--- src/rtl/turn_controller_pkg.sv ---
// Shared types, piece constants and board helpers for the turn controller.
package turn_controller_pkg;

  typedef enum logic [1:0] {
    START_SCREEN,
    CHESS_SCREEN,
    END_SCREEN
  } screen_state_t;

  typedef enum logic [2:0] {
    IDLE,
    WAIT_MOVE,
    APPLY,
    SEND,
    GAME_END
  } turn_ctrl_state_t;

  localparam logic [3:0] PIECE_EMPTY  = 4'd15;
  localparam logic [3:0] PAWN         = 4'd0;
  localparam logic [3:0] QUEEN        = 4'd4;
  localparam logic [3:0] KING         = 4'd5;
  localparam logic [3:0] SIDE0_OFFSET = 4'd6;

  // Indexed [x][y]: x is rank, y is file.
  typedef logic [3:0] board_t [8][8];

  // Back-rank piece for side 1 on file y.
  function automatic logic [3:0] back_piece(input logic [2:0] y);
    logic [3:0] p;
    unique case (y)
      3'd0, 3'd7: p = 4'd3;
      3'd1, 3'd6: p = 4'd1;
      3'd2, 3'd5: p = 4'd2;
      3'd3:       p = QUEEN;
      default:    p = KING;
    endcase
    return p;
  endfunction

  function automatic board_t init_board();
    board_t b;
    for (int x = 0; x < 8; x++) begin
      for (int y = 0; y < 8; y++) begin
        b[x][y] = PIECE_EMPTY;
      end
    end
    for (int y = 0; y < 8; y++) begin
      b[0][y] = back_piece(y[2:0]);
      b[1][y] = PAWN;
      b[6][y] = PAWN + SIDE0_OFFSET;
      b[7][y] = back_piece(y[2:0]) + SIDE0_OFFSET;
    end
    return b;
  endfunction

  // Side 1 owns codes 0-5, side 0 owns codes 6-11.
  function automatic logic owns_piece(input logic [3:0] piece, input logic side);
    if (side) begin
      return piece <= KING;
    end
    return (piece >= SIDE0_OFFSET) && (piece <= KING + SIDE0_OFFSET);
  endfunction

endpackage

--- src/rtl/turn_controller_turn_timer.sv ---
// Per-turn countdown: a CLK_HZ prescaler feeding a whole-second counter.
module turn_timer #(
  parameter int unsigned CLK_HZ       = 50_000_000,
  parameter int unsigned TURN_SECONDS = 60
) (
  input  logic       CLOCK_50,
  input  logic       reset_n,
  input  logic       run,
  input  logic       reload,
  output logic [7:0] turn_time,
  output logic       expired
);

  localparam logic [31:0] PRESCALE_MAX = 32'(CLK_HZ - 1);
  localparam logic [7:0]  TURN_RELOAD  = 8'(TURN_SECONDS);

  logic [31:0] prescaler;

  // Reload wins over counting; the second counter saturates at zero.
  always_ff @(posedge CLOCK_50 or negedge reset_n) begin
    if (!reset_n) begin
      prescaler <= '0;
      turn_time <= TURN_RELOAD;
    end else if (reload) begin
      prescaler <= '0;
      turn_time <= TURN_RELOAD;
    end else if (run) begin
      if (prescaler == PRESCALE_MAX) begin
        prescaler <= '0;
        if (turn_time != 8'd0) begin
          turn_time <= turn_time - 8'd1;
        end
      end else begin
        prescaler <= prescaler + 32'd1;
      end
    end
  end

  assign expired = (turn_time == 8'd0);

endmodule

--- src/rtl/turn_controller.sv ---
// Owns the authoritative board and turn token; applies one move per turn.
module turn_controller
  import turn_controller_pkg::*;
#(
  parameter int unsigned CLK_HZ       = 50_000_000,
  parameter int unsigned TURN_SECONDS = 60
) (
  input  logic          CLOCK_50,
  input  logic          reset_n,
  input  logic          player,
  input  screen_state_t sys_state,
  input  logic          local_moved,
  input  logic [11:0]   local_packet,
  input  logic          rx_valid,
  input  logic [11:0]   rx_packet,
  output logic          rx_ready,
  output logic          tx_valid,
  output logic [11:0]   tx_packet,
  input  logic          tx_ready,
  output logic [3:0]    stable_board [8][8],
  output logic          curr_player,
  output logic [7:0]    turn_time,
  output logic          rx_error,
  output logic          game_over,
  output logic          winner
);

  turn_ctrl_state_t state_q, state_d;
  board_t           board_q, board_d;
  logic             curr_player_q, curr_player_d;
  logic             game_over_q, game_over_d;
  logic             winner_q, winner_d;
  logic [11:0]      move_q, move_d;
  logic             from_local_q, from_local_d;

  logic             timer_run, timer_reload, timer_expired;
  logic             accept;
  logic [2:0]       old_x, old_y, new_x, new_y;
  logic [3:0]       moved_piece, placed_piece, captured_piece;

  turn_timer #(
    .CLK_HZ       (CLK_HZ),
    .TURN_SECONDS (TURN_SECONDS)
  ) u_turn_timer (
    .CLOCK_50  (CLOCK_50),
    .reset_n   (reset_n),
    .run       (timer_run),
    .reload    (timer_reload),
    .turn_time (turn_time),
    .expired   (timer_expired)
  );

  assign timer_run = (state_q == WAIT_MOVE);
  assign {old_x, old_y, new_x, new_y} = move_q;

  // Piece to place on the destination, with auto-queen promotion.
  always_comb begin
    moved_piece    = board_q[old_x][old_y];
    captured_piece = board_q[new_x][new_y];
    placed_piece   = moved_piece;
    if (moved_piece == PAWN && new_x == 3'd7) begin
      placed_piece = QUEEN;
    end else if (moved_piece == PAWN + SIDE0_OFFSET && new_x == 3'd0) begin
      placed_piece = QUEEN + SIDE0_OFFSET;
    end
  end

  // Next-state, board update and handshake outputs.
  always_comb begin
    state_d       = state_q;
    board_d       = board_q;
    curr_player_d = curr_player_q;
    game_over_d   = game_over_q;
    winner_d      = winner_q;
    move_d        = move_q;
    from_local_d  = from_local_q;
    timer_reload  = 1'b0;
    accept        = 1'b0;
    rx_ready      = 1'b0;
    rx_error      = 1'b0;
    tx_valid      = 1'b0;

    if (sys_state != CHESS_SCREEN) begin
      // Leaving the chess screen aborts everything, including a pending send.
      state_d       = IDLE;
      board_d       = init_board();
      curr_player_d = 1'b1;
      game_over_d   = 1'b0;
      winner_d      = 1'b0;
      timer_reload  = 1'b1;
    end else begin
      unique case (state_q)
        IDLE: begin
          board_d       = init_board();
          curr_player_d = 1'b1;
          timer_reload  = 1'b1;
          state_d       = WAIT_MOVE;
        end
        WAIT_MOVE: begin
          if (curr_player_q == player) begin
            if (local_moved) begin
              accept       = 1'b1;
              move_d       = local_packet;
              from_local_d = 1'b1;
            end
          end else begin
            rx_ready = rx_valid;
            if (rx_valid) begin
              if (owns_piece(board_q[rx_packet[11:9]][rx_packet[8:6]], curr_player_q)) begin
                accept       = 1'b1;
                move_d       = rx_packet;
                from_local_d = 1'b0;
              end else begin
                rx_error = 1'b1;
              end
            end
          end
          // An accepted move beats a simultaneous timeout.
          if (accept) begin
            state_d = APPLY;
          end else if (timer_expired) begin
            game_over_d = 1'b1;
            winner_d    = ~curr_player_q;
            state_d     = GAME_END;
          end
        end
        APPLY: begin
          board_d[old_x][old_y] = PIECE_EMPTY;
          board_d[new_x][new_y] = placed_piece;
          if (captured_piece == KING || captured_piece == KING + SIDE0_OFFSET) begin
            game_over_d = 1'b1;
            winner_d    = curr_player_q;
          end
          if (from_local_q) begin
            state_d = SEND;
          end else if (captured_piece == KING || captured_piece == KING + SIDE0_OFFSET) begin
            state_d = GAME_END;
          end else begin
            curr_player_d = ~curr_player_q;
            timer_reload  = 1'b1;
            state_d       = WAIT_MOVE;
          end
        end
        SEND: begin
          tx_valid = 1'b1;
          if (tx_ready) begin
            if (game_over_q) begin
              state_d = GAME_END;
            end else begin
              curr_player_d = ~curr_player_q;
              timer_reload  = 1'b1;
              state_d       = WAIT_MOVE;
            end
          end
        end
        GAME_END: begin
          state_d = GAME_END;
        end
        default: begin
          state_d = IDLE;
        end
      endcase
    end
  end

  // State registers.
  always_ff @(posedge CLOCK_50 or negedge reset_n) begin
    if (!reset_n) begin
      state_q       <= IDLE;
      board_q       <= init_board();
      curr_player_q <= 1'b1;
      game_over_q   <= 1'b0;
      winner_q      <= 1'b0;
      move_q        <= '0;
      from_local_q  <= 1'b0;
    end else begin
      state_q       <= state_d;
      board_q       <= board_d;
      curr_player_q <= curr_player_d;
      game_over_q   <= game_over_d;
      winner_q      <= winner_d;
      move_q        <= move_d;
      from_local_q  <= from_local_d;
    end
  end

  assign stable_board = board_q;
  assign curr_player  = curr_player_q;
  assign game_over    = game_over_q;
  assign winner       = winner_q;
  assign tx_packet    = move_q;

endmodule
--- config.mk ---
export PLATFORM = sky130hd
export DESIGN_NAME = turn_controller
export DESIGN_NICKNAME = d
export VERILOG_FILES = /design/src/rtl/turn_controller_pkg.sv /design/src/rtl/turn_controller_turn_timer.sv /design/src/rtl/turn_controller.sv
export SDC_FILE = /design/constraint.sdc
export NUM_CORES = 1
export LEC_CHECK = 0
export ABC_CLOCK_PERIOD_IN_PS = 3700
export BUFFER_PORTS_ARGS = -buffer_cell sky130_fd_sc_hd__buf_2
export CORE_MARGIN = 3
export CORE_UTILIZATION = 45
export DETAILED_ROUTE_END_ITERATION = 8
export GPL_TIMING_DRIVEN = 1
export PLACE_DENSITY_LB_ADDON = 0.2
export SYNTH_ARGS = -nofsm -noshare
export SYNTH_HDL_FRONTEND = slang
export SYNTH_SLANG_ARGS = --single-unit
--- constraint.sdc ---
create_clock -name CLOCK_50 -period 3.7 [get_ports CLOCK_50]
set_input_delay 0.555 -clock CLOCK_50 [delete_from_list [all_inputs] [get_ports CLOCK_50]]
set_output_delay 0.555 -clock CLOCK_50 [all_outputs]
set_load 0.02 [all_outputs]
======== Word-level counts from Yosys, hierarchy flattened ========
Cells that the tools add are included.
storage, ports and cells
  flip-flop bits (word level) ............. 315
  output and inout bits ................... 282
  logic and storage cells ................. 245
cells by class
  add/subtract/negate cells ............... 2
  order comparisons ....................... 13
  equality and inequality tests ........... 20
  multiplexer cells ....................... 103
  bitwise gates (word level) .............. 9
  reductions and logical operators ........ 26
operators with widths
  cell                                                                      count
  256-bit one-hot mux with 2 select lines                                   1
  32-bit two-way mux                                                        11
  32-bit binary-select mux with 3-bit select                                3
  256-bit bitwise mux                                                       1
  256-bit two-way mux                                                       1
  256-bit bitwise OR                                                        1
  32-bit demux with 3-bit select                                            2
  1-bit two-way mux                                                         49
  12-bit two-way mux                                                        4
  4-bit two-way mux                                                         10
  4-bit binary-select mux with 3-bit select                                 3
  32-bit by 1-bit adder with 32-bit output (second input constant)          1
  32-bit by 26-bit equality test with 1-bit output (second input constant)  1
  8-bit two-way mux                                                         4
  4-bit demux with 3-bit select                                             2
  4-bit >= comparator (second input constant)                               6
  3-bit inverter with 4-bit output                                          6
  3-bit two-way mux                                                         7
  3-bit != test (second input constant)                                     6
  4-bit by 1-bit < comparator with 1-bit output (second input constant)     4
  3-bit one-hot mux with 5 select lines                                     1
  5-bit AND reduction                                                       2
  2-bit nonzero test                                                        5
  4-bit by 3-bit equality test with 1-bit output (second input constant)    2
  other kinds (27)                                                          40

======== Logic depth before layout (Yosys ltp) ========
Gate-level depths: netlist of run 1.
  word-level depth ........................ 22
  mapped depth ............................ 16

======== Cells and area by module ========
A second synthesis of run 1 with hierarchy kept.
second synthesis, totals
  cell total of the unflattened synthesis .. 2,284
  area total of the unflattened synthesis .. 20,786.2 um2
by module, submodules not included
  module           times used  cells an instance  area each (um2)
  turn_controller  1           2,047              18,606.6
  turn_timer       1           237                2,179.6

======== Worst setup path after synthesis of run 1 ========
OpenSTA, ideal clock, no wires.
  path kind ............................... in2out
  start point ............................. in rx_packet[9]
  end point ............................... out rx_error
  arrival ................................. 2,825 ps
  required time ........................... 3,145 ps
  slack ................................... 320 ps
  stages on the path ...................... 10
  path buffers ............................ 3
  cells stage by stage .................... buf_2 buf_4 buf_6 mux4_2 a22oi_1 a211oi_1 nor4_1 nor2_1 xnor2_1 a21oi_1
between the ends
  word-level cells in the longest chain between the ends .. 19
ends and longest elaborated chain
  element                                                                            line                                                  source
  start: declaration                                                                 turn_controller.sv:15                                 input logic [11:0] rx_packet,
  3-bit inverter with 4-bit output (not written as such) *                           turn_controller.sv:109                                if (owns_piece(board_q[rx_packet[11:9]][rx_packet[8:6]], curr_player_q)) begin
  32-bit binary-select mux with 3-bit select *                                       turn_controller.sv:109
  32-bit two-way mux (not written as such) * (2 in series)                           turn_controller.sv:109
  4-bit binary-select mux with 3-bit select *                                        turn_controller.sv:109
  4-bit two-way mux (not written as such) * (2 in series)                            turn_controller.sv:109
  4-bit by 3-bit less-or-equal comparator with 1-bit output (tied with other cells)  turn_controller_pkg.sv:59                             return piece <= KING;
  1-bit two-way mux / 1-bit logical AND (equally long branches)                      turn_controller_pkg.sv:58, turn_controller_pkg.sv:61
  1-bit two-way mux *                                                                turn_controller_pkg.sv:61                             return (piece >= SIDE0_OFFSET) && (piece <= KING + SIDE0_OFFSET);
  1-bit two-way mux *                                                                turn_controller.sv:108                                if (rx_valid) begin
  1-bit two-way mux *                                                                turn_controller.sv:100                                if (curr_player_q == player) begin
  1-bit two-way mux *                                                                turn_controller.sv:92                                 unique case (state_q)
  1-bit two-way mux *                                                                turn_controller.sv:83                                 if (sys_state != CHESS_SCREEN) begin
  1-bit two-way mux *                                                                turn_controller.sv:109
  1-bit two-way mux *                                                                turn_controller.sv:108
  1-bit two-way mux *                                                                turn_controller.sv:100
  1-bit two-way mux *                                                                turn_controller.sv:92
  1-bit two-way mux *                                                                turn_controller.sv:83
  end: declaration                                                                   turn_controller.sv:23                                 output logic rx_error,
Mark *: on every way between the ends. The rest lies on a longest branch, timed or not. The select of a mux whose other input is x is not followed.

======== Worst setup path after layout of run 1 ========
  start point ............................. reg move_q[9] (netlist: tx_packet[9])
  end point ............................... reg board_q (netlist bit stable_board[255])
between the ends
  word-level cells in the longest chain between the ends .. 14
ends and longest elaborated chain
  element                                                   line                                           source
  start: declaration                                        turn_controller.sv:33                          logic [11:0] move_q, move_d;
  start signal: assignment                                  turn_controller.sv:182                         move_q <= move_d;
  3-bit inverter with 4-bit output (not written as such) *  turn_controller.sv:58, turn_controller.sv:128
  32-bit binary-select mux with 3-bit select                turn_controller.sv:58                          moved_piece = board_q[old_x][old_y];
  32-bit two-way mux (not written as such) (2 in series)    turn_controller.sv:58
  4-bit binary-select mux with 3-bit select                 turn_controller.sv:58
  4-bit two-way mux (not written as such) (2 in series)     turn_controller.sv:58
  4-bit by 3-bit equality test with 1-bit output            turn_controller.sv:63                          end else if (moved_piece == PAWN + SIDE0_OFFSET && new_x == 3'd0) begin
  1-bit logical AND                                         turn_controller.sv:63
  4-bit two-way mux                                         turn_controller.sv:63
  4-bit two-way mux                                         turn_controller.sv:61                          if (moved_piece == PAWN && new_x == 3'd7) begin
  256-bit bitwise mux *                                     turn_controller.sv:129                         board_d[new_x][new_y] = placed_piece;
  256-bit one-hot mux with 2 select lines *                 turn_controller.sv:92
  256-bit two-way mux *                                     turn_controller.sv:83
  end signal: assignment                                    turn_controller.sv:170                         board_q <= init_board();
  end signal: assignment                                    turn_controller.sv:178                         board_q <= board_d;
  end: declaration                                          turn_controller.sv:29                          board_t board_q, board_d;
Marks and branches as above.
A chain may end at the register's enable or synchronous reset.

==> impl_metrics.yaml, run 1 <==
power:
  power.total_mw: 15.58
  static-leakage-power_nw: 10.21
  power.density_nw_per_um2: 595.2
  vdd_drop_max_v: 0.0004424
yosys:
  synth.distinct_cells: 78
  synth_nets: 2158
  ys_dominant_reg_cell: "dfstp_2"
  synth-compound-area-share: 0.2295
  synth_edf_count: 0
  muxShareOfSynthArea: 0.1793
  ys_ff_latch: 315
  yosys_warnings: 0
  synth_top_area_frac: 0.2255
  synth_area_leaders: "dfstp_2 23%, dfrtp_1 17%, mux4_2 14%"
  synth-adder-area-share: 0.001820
  synthXorXnorAreaFrac: 0.006371
  synth_top_family_by_area: "compound AO/OA/AOI/OAI gates"
  synthSimpleGateAreaFrac: 0.1459
  netlist_area_um2: 20620
  syn_avg_cell_area_um2: 9.713
  yosys.area.top_type: "dfstp_2"
  synthCells: 2123
  ys_seq_area_frac: 0.3930
  synthArstFlopShare: 1.000
status:
  status: "complete, no violations"
drt:
  vias: 22654
  finalWirelength_um: 111600
  drtPass1Iterations: 7
  drtIter0Drc: 3708
  vias_per_cell: 7.093
  ant_nets: 0
  wl_per_cell_um: 34.94
  post-route-drc-count: 0
critical_path:
  crit_path_end_kind: "register"
  crit_type: "reg2reg"
  cp_max_fo: 16
  cp-start-kind: "register"
  crit_required_ns: 4.21
  worstPathArrival_ns: 4.17
run:
  drv_cap: 0
sta:
  hold_violations: 0
  drv_slew: 0
  relSlewSlack: 0.05873
  fin_worst_skew_ns: 0.03039
  min_period_over_period: 0.9890
  worst_slack_ns: 0.04085
  rsz0062_at_grt: "yes"
  min_period_ns: 3.659
  max_freq_ghz: 0.2733
  setup_violations: 0
  tightest_slew_ns: 1.399
grt:
  grt_util_met1: 0.6084
  grt_max_degree: 78
  grtUsageMet2: 0.6184
  antenna_found_initial: 4
  grt_busiest_layer: "met2"
  grt_pass1_vias: 21082
  use_met3: 0.1907
  grt.total_usage: 0.4464
  grt_pass1_wl_um: 154600
  overflow: 0
floorplan:
  rows: 77
  start_util: 0.4613
  num_io_pins: 314
  die_y_um: 220.1
  core-area_um2: 44700
  die-area_um2: 48430
  die_w_um: 220.1
worst_hold_path:
  hold_class: "in2reg"
cts:
  cts_buffers: 39
  root_buffer: "clkbuf_16"
  clockBufferDepth: 3
  clkSlewWorstSetupHoldPaths_ns: 0.06
  clk_latency_ns: 0.59
  cts_tree: "yes"
  cts_sinks: 315
  htree_levels: 2
layout:
  fin_nets: 2607
  seq_area_um2: 8122
  fillers: 3956
  drive_gt1_frac: 0.4005
  area.growth.synth_to_final_pct: 26.93
  insertedDiodeCount: 0
  multi_input_area_um2: 11840
placement:
  place_ws_ns: -0.1224
  place_hpwl_um: 82630
  io_buffers: 313
  gp_congestion: 1.069
-- timing repair --
| action | in CTS | in global routing |
|---|---|---|
| hold buffers | 1 | 0 |
| gates cloned | 0 | 3 |
| resized for setup | 5 | 41 |
| setup endpoints to repair | 16 | 58 |
| pin swaps | 0 | 11 |
| buffers inserted | 0 | 16 |
| endpoints found under the hold margin | 15 | 0 |
-- critical path, stage by stage, from the launching register on --
cell       delay, ns
dfrtp_4         0.57
clkbuf_16       0.24
and3_4          0.18
a211o_1         0.26
a221o_1         0.35
a222oi_1        0.41
o2111ai_2       0.31
nor2_4          0.17
a31o_4          0.29
buf_6           0.24
buf_4           0.16
nand3_1         0.19
nand3_1         0.18
-- cell usage after synthesis, types with 12 or more instances --
| library cell | n |
|---|---|
| o2bb2ai_1 | 23 |
| and3_1 | 23 |
| a221oi_1 | 20 |
| a31oi_1 | 24 |
| nand2_1 | 167 |
| a22oi_1 | 44 |
| nor3b_1 | 14 |
| o22a_1 | 38 |
| nor2b_1 | 32 |
| a221o_1 | 19 |
| o21ai_0 | 100 |
| nor2_1 | 277 |
| o31ai_1 | 14 |
| mux2_2 | 37 |
| clkbuf_1 | 95 |
| mux2i_1 | 42 |
| nand2b_1 | 13 |
| dfrtp_1 | 138 |
| dfstp_2 | 177 |
| buf_2 | 39 |
| nor3_1 | 25 |
| or3_1 | 12 |
| nand3_1 | 29 |
| a21oi_1 | 303 |
| mux4_2 | 127 |
| o22ai_1 | 26 |
| inv_1 | 28 |
| buf_1 | 19 |
| o32a_1 | 51 |
-- cell usage in the layout, fill, tap and decap left out, types with 8 or more instances in the layout --
| cell type | count |
|---|---|
| and3_1 | 20 |
| o21ai_0 | 97 |
| a31oi_1 | 24 |
| o32a_1 | 51 |
| nand2b_1 | 12 |
| o22a_1 | 38 |
| clkbuf_16 | 44 |
| a221oi_1 | 19 |
| o2bb2ai_1 | 23 |
| mux2i_1 | 39 |
| nand2_1 | 166 |
| buf_12 | 29 |
| buf_2 | 310 |
| mux4_2 | 127 |
| nor2_1 | 269 |
| nor4_1 | 9 |
| and2_1 | 8 |
| a21oi_1 | 301 |
| clkbuf_1 | 9 |
| dfstp_2 | 177 |
| mux2_2 | 37 |
| nor3b_1 | 13 |
| dfrtp_1 | 132 |
| a22oi_1 | 40 |
| nor3_1 | 24 |
| nand3_1 | 27 |
| o31ai_1 | 13 |
| o22ai_1 | 26 |
| nor2b_1 | 29 |
| or3_1 | 12 |
| or4_1 | 8 |
| buf_4 | 230 |
| a221o_1 | 19 |
| inv_1 | 28 |
-- cell type report --
class | count | area share
Sequential cell | 315 | 0.3103
Tap cell | 592 | 0.02830
Clock buffer | 58 | 0.04513
Inverter | 30 | 0.004302
Timing Repair Buffer | 578 | 0.1529
Multi-Input combinational cell | 1608 | 0.4524
Clock inverter | 13 | 0.006692
-- where the power goes --
| group | switching [mW] | internal (mW) |
|---|---|---|
| clock network | 1.66 | 2.49 |
| logic | 4.83 | 2.85 |
| registers | 0.231 | 3.53 |
| total | 6.72 | 8.86 |
-- routing by layer --
| layer | part of all wire | routed length, um | up-vias |
|---|---|---|---|
| li1 | - | - | 9023 |
| met1 | 0.38 | 42340 | 11211 |
| met2 | 0.40 | 45130 | 2033 |
| met3 | 0.16 | 18130 | 377 |
| met4 | 0.053 | 5892 | 10 |
| met5 | 0.00096 | 107 | - |
-- per-stage QoR --
step,instance area (um2),TNS (ns),std cells,utilization,hold WS (ns)
6_report,26170,0,3194,0.5855,0.2810
5_1_grt,26170,-0.06673,3194,0.5855,0.2936
4_1_cts,25810,0,3175,0.5773,0.2661
3_5_place_dp,24420,-1.578,3103,0.5463,0.5180
3_3_place_gp,24420,-0.8314,3103,0.5463,0.5200
2_1_floorplan,20620,0,2123,-,0.2594
-- sequential cells by signal (all words and copies together) (netlist names) --
register / cells
game_over: 1
tx_packet: 12
stable_board: 256
from_local_q: 1
u_turn_timer.turn_time: 8
state_q: 3
winner: 1
curr_player: 1
u_turn_timer.prescaler: 32
-- final timing paths --
kind                       slack (ns)         startpoint                end  cells after the start
min in group asynchronous        0.54            reset_n  stable_board[255]                      2
max in group asynchronous        2.21            reset_n   stable_board[24]                      3
hold / removal                   0.28    local_packet[8]       tx_packet[8]                      3
setup reg to reg                 0.04       tx_packet[9]  stable_board[255]                     12
hold reg to reg                  0.53  stable_board[176]  stable_board[176]                      2
setup / recovery                 0.04       tx_packet[9]  stable_board[255]                     12
-- cell families (layout without fill, tap and decap cells) --
| logic type | count (synthesis) | after routing |
|---|---|---|
| mux | 206 | 206 |
| compound gates | 728 | 729 |
| xor+xnor | 15 | 15 |
| fa+ha+maj | 3 | 3 |
| buf+inv | 201 | 679 |
| simple gates | 655 | 655 |
| flops | 315 | 315 |
No activity file was read; power rests on OpenSTA's default activity.
==> run 2: changes to the inputs <==
- ABC_CLOCK_PERIOD_IN_PS: 3700 -> 3800
- clock period: 3.7 -> 3.8 ns (I/O delays scaled with it)
==> impl_metrics.yaml, run 2 (synthesized netlist as in run 1, its figures left out) <==
status:
  status: "finished, violations left"
  violations: "negative setup slack"
grt:
  antenna_found_initial: 0
  grt_pass1_vias: 20775
  overflow: 0
  grt.total_usage: 0.4309
  grt_max_degree: 94
  grt_pass1_wl_um: 150200
sta:
  setup_violations: 1
  min_period_over_period: 1.001
  worst_slack_ns: -0.005176
  max_freq_ghz: 0.2628
  hold_ws_ns: 0.3125
  tns_ns: -0.005176
  min_period_ns: 3.805
  rsz0062_at_grt: "yes"
  tightest_slew_ns: 1.306
  hold_violations: 0
  drv_slew: 0
  fin_worst_skew_ns: 0.02923
  relSlewSlack: 0.1215
drt:
  wl_per_cell_um: 33.57
  vias: 22271
  finalWirelength_um: 106500
  vias_per_cell: 7.021
  post-route-drc-count: 0
  drtIter0Drc: 3730
  drtPass1Iterations: 7
  ant_nets: 0
power:
  clock_power_share: 0.261
  switching_share: 0.4321
  power.density_nw_per_um2: 561.5
  p_int_mw: 8.199
  static-leakage-power_nw: 10.01
  p_seq_frac: 0.256
  p_sw_mw: 6.239
  vdd_drop_max_v: 0.0004447
  pwr-share-comb: 0.483
placement:
  gp_congestion: 1.081
  io_buffers: 313
  place_hpwl_um: 80240
  place_area_um2: 24250
  place_ws_ns: -0.2556
layout:
  fin_nets: 2586
  largest_reg_flops: 256
  insertedDiodeCount: 0
  drive_gt1_frac: 0.3895
  area.growth.synth_to_final_pct: 24.71
  final_area_um2: 25720
  fin_util: 0.5753
  mostFrequentLayoutCells: "312 x buf_2, 303 x a21oi_1, 271 x nor2_1"
  final_common_cell: "buf_2"
  fillers: 4004
floorplan:
  num_io_pins: 314
  die-area_um2: 48430
  core-area_um2: 44700
  rows: 77
  start_util: 0.4613
  die_y_um: 220.1
  die_w_um: 220.1
critical_path:
  crit_required_ns: 3.23
  worstPathArrival_ns: 3.24
  r2r_slack_ns: 0.08
  r2r-start: "tx_packet[9]"
  reg2reg_depth: 11
  crit_path_end_kind: "primary output"
  critPathLaunch: "stable_board[243]"
  r2r-end: "stable_board[250]"
  cp-start-kind: "register"
  crit_type: "reg2out"
  cp_max_fo: 5
cts:
  clockBufferDepth: 3
  clkSlewWorstSetupHoldPaths_ns: 0.07
  clk_latency_ns: 0.58
  cts_sinks: 315
  cts_buffers: 37
  root_buffer: "clkbuf_16"
  htree_levels: 2
  cts_tree: "yes"
worst_hold_path:
  holdPathStages: 3
  hold_class: "in2reg"
  whs_endpoint: "tx_packet[2]"
  worstHoldStart: "rx_packet[2]"
run:
  drv_cap: 0
## run 2: changes by cell type in the layout (fill, tap and decap cells not counted), moves of 3 or more
cell and change:
buf_4 -10, buf_12 -5, a22oi_1 +4, a22oi_2 -4, bufinv_16 -3, clkbuf_16 -3
dfrtp_2 +3, nor2b_1 +3, nor2b_2 -3
## run 2: worst max path at each step
stage	end	slack, ns	depth (start not counted)
global route	stable_board[226]	-0.02	11
detailed placement	state_q[2]	-0.26	14
global placement	rx_error	-0.33	11
floorplan	rx_error	0.39	10
CTS	rx_error	0.005	9
finish	rx_error	-0.005	9
## run 2: cell type report
type / count / area [um2] / area share
repair buffers: 560 / 3741 / 0.1455
inverters: 30 / 112.6 / 0.004379
clock buffers: 60 / 1177 / 0.04578
flip-flops and latches: 315 / 8122 / 0.3158
multi-input cells: 1607 / 11750 / 0.4567
well taps: 592 / 740.7 / 0.02880
clock inverters: 8 / 77.57 / 0.003017
## run 2: per-layer routing
layer  global-route usage  share of wire  up-vias
met5                    0              0        -
met4               0.1608          0.047        0
met3               0.1904           0.16      342
met2               0.6099           0.41     2008
met1               0.5830           0.38    10957
li1                     -              -     8964
## run 2: metrics by stage
stage | instances | total power, mW
after global routing | 3172 | 14.68
after CTS | 3158 | 13.91
after global placement | 3089 | 10.11
final | 3172 | 14.44
after floorplan | 2123 | 7.248
after detailed placement | 3089 | 10.16
## run 2: repair_timing
| item | in CTS | in global routing |
|---|---|---|
| endpoints found under the hold margin | 19 | 0 |
| resized for setup | 2 | 25 |
| pin swaps | 1 | 2 |
| setup buffers | 0 | 14 |
| hold buffers | 1 | 0 |
| endpoints found under the setup margin | 1 | 88 |
## run 2: power groups by stage
stage	registers (mW)	logic, mW	clock network (mW)
6_report	3.70	6.98	3.77
5_1_grt	3.69	7.07	3.92
4_1_cts	3.69	6.45	3.77
3_5_place_dp	3.74	6.42	0
3_3_place_gp	3.74	6.38	0
2_1_floorplan	3.60	3.65	0
## run 2: worst max-delay path: stages, from the launching register on
cell	delay, ns
dfrtp_2	0.47
mux4_2	0.51
mux2i_2	0.26
mux2i_2	0.16
a221oi_4	0.40
buf_4	0.19
nand2b_1	0.17
o31ai_1	0.10
a21oi_1	0.19
buf_2	0.20
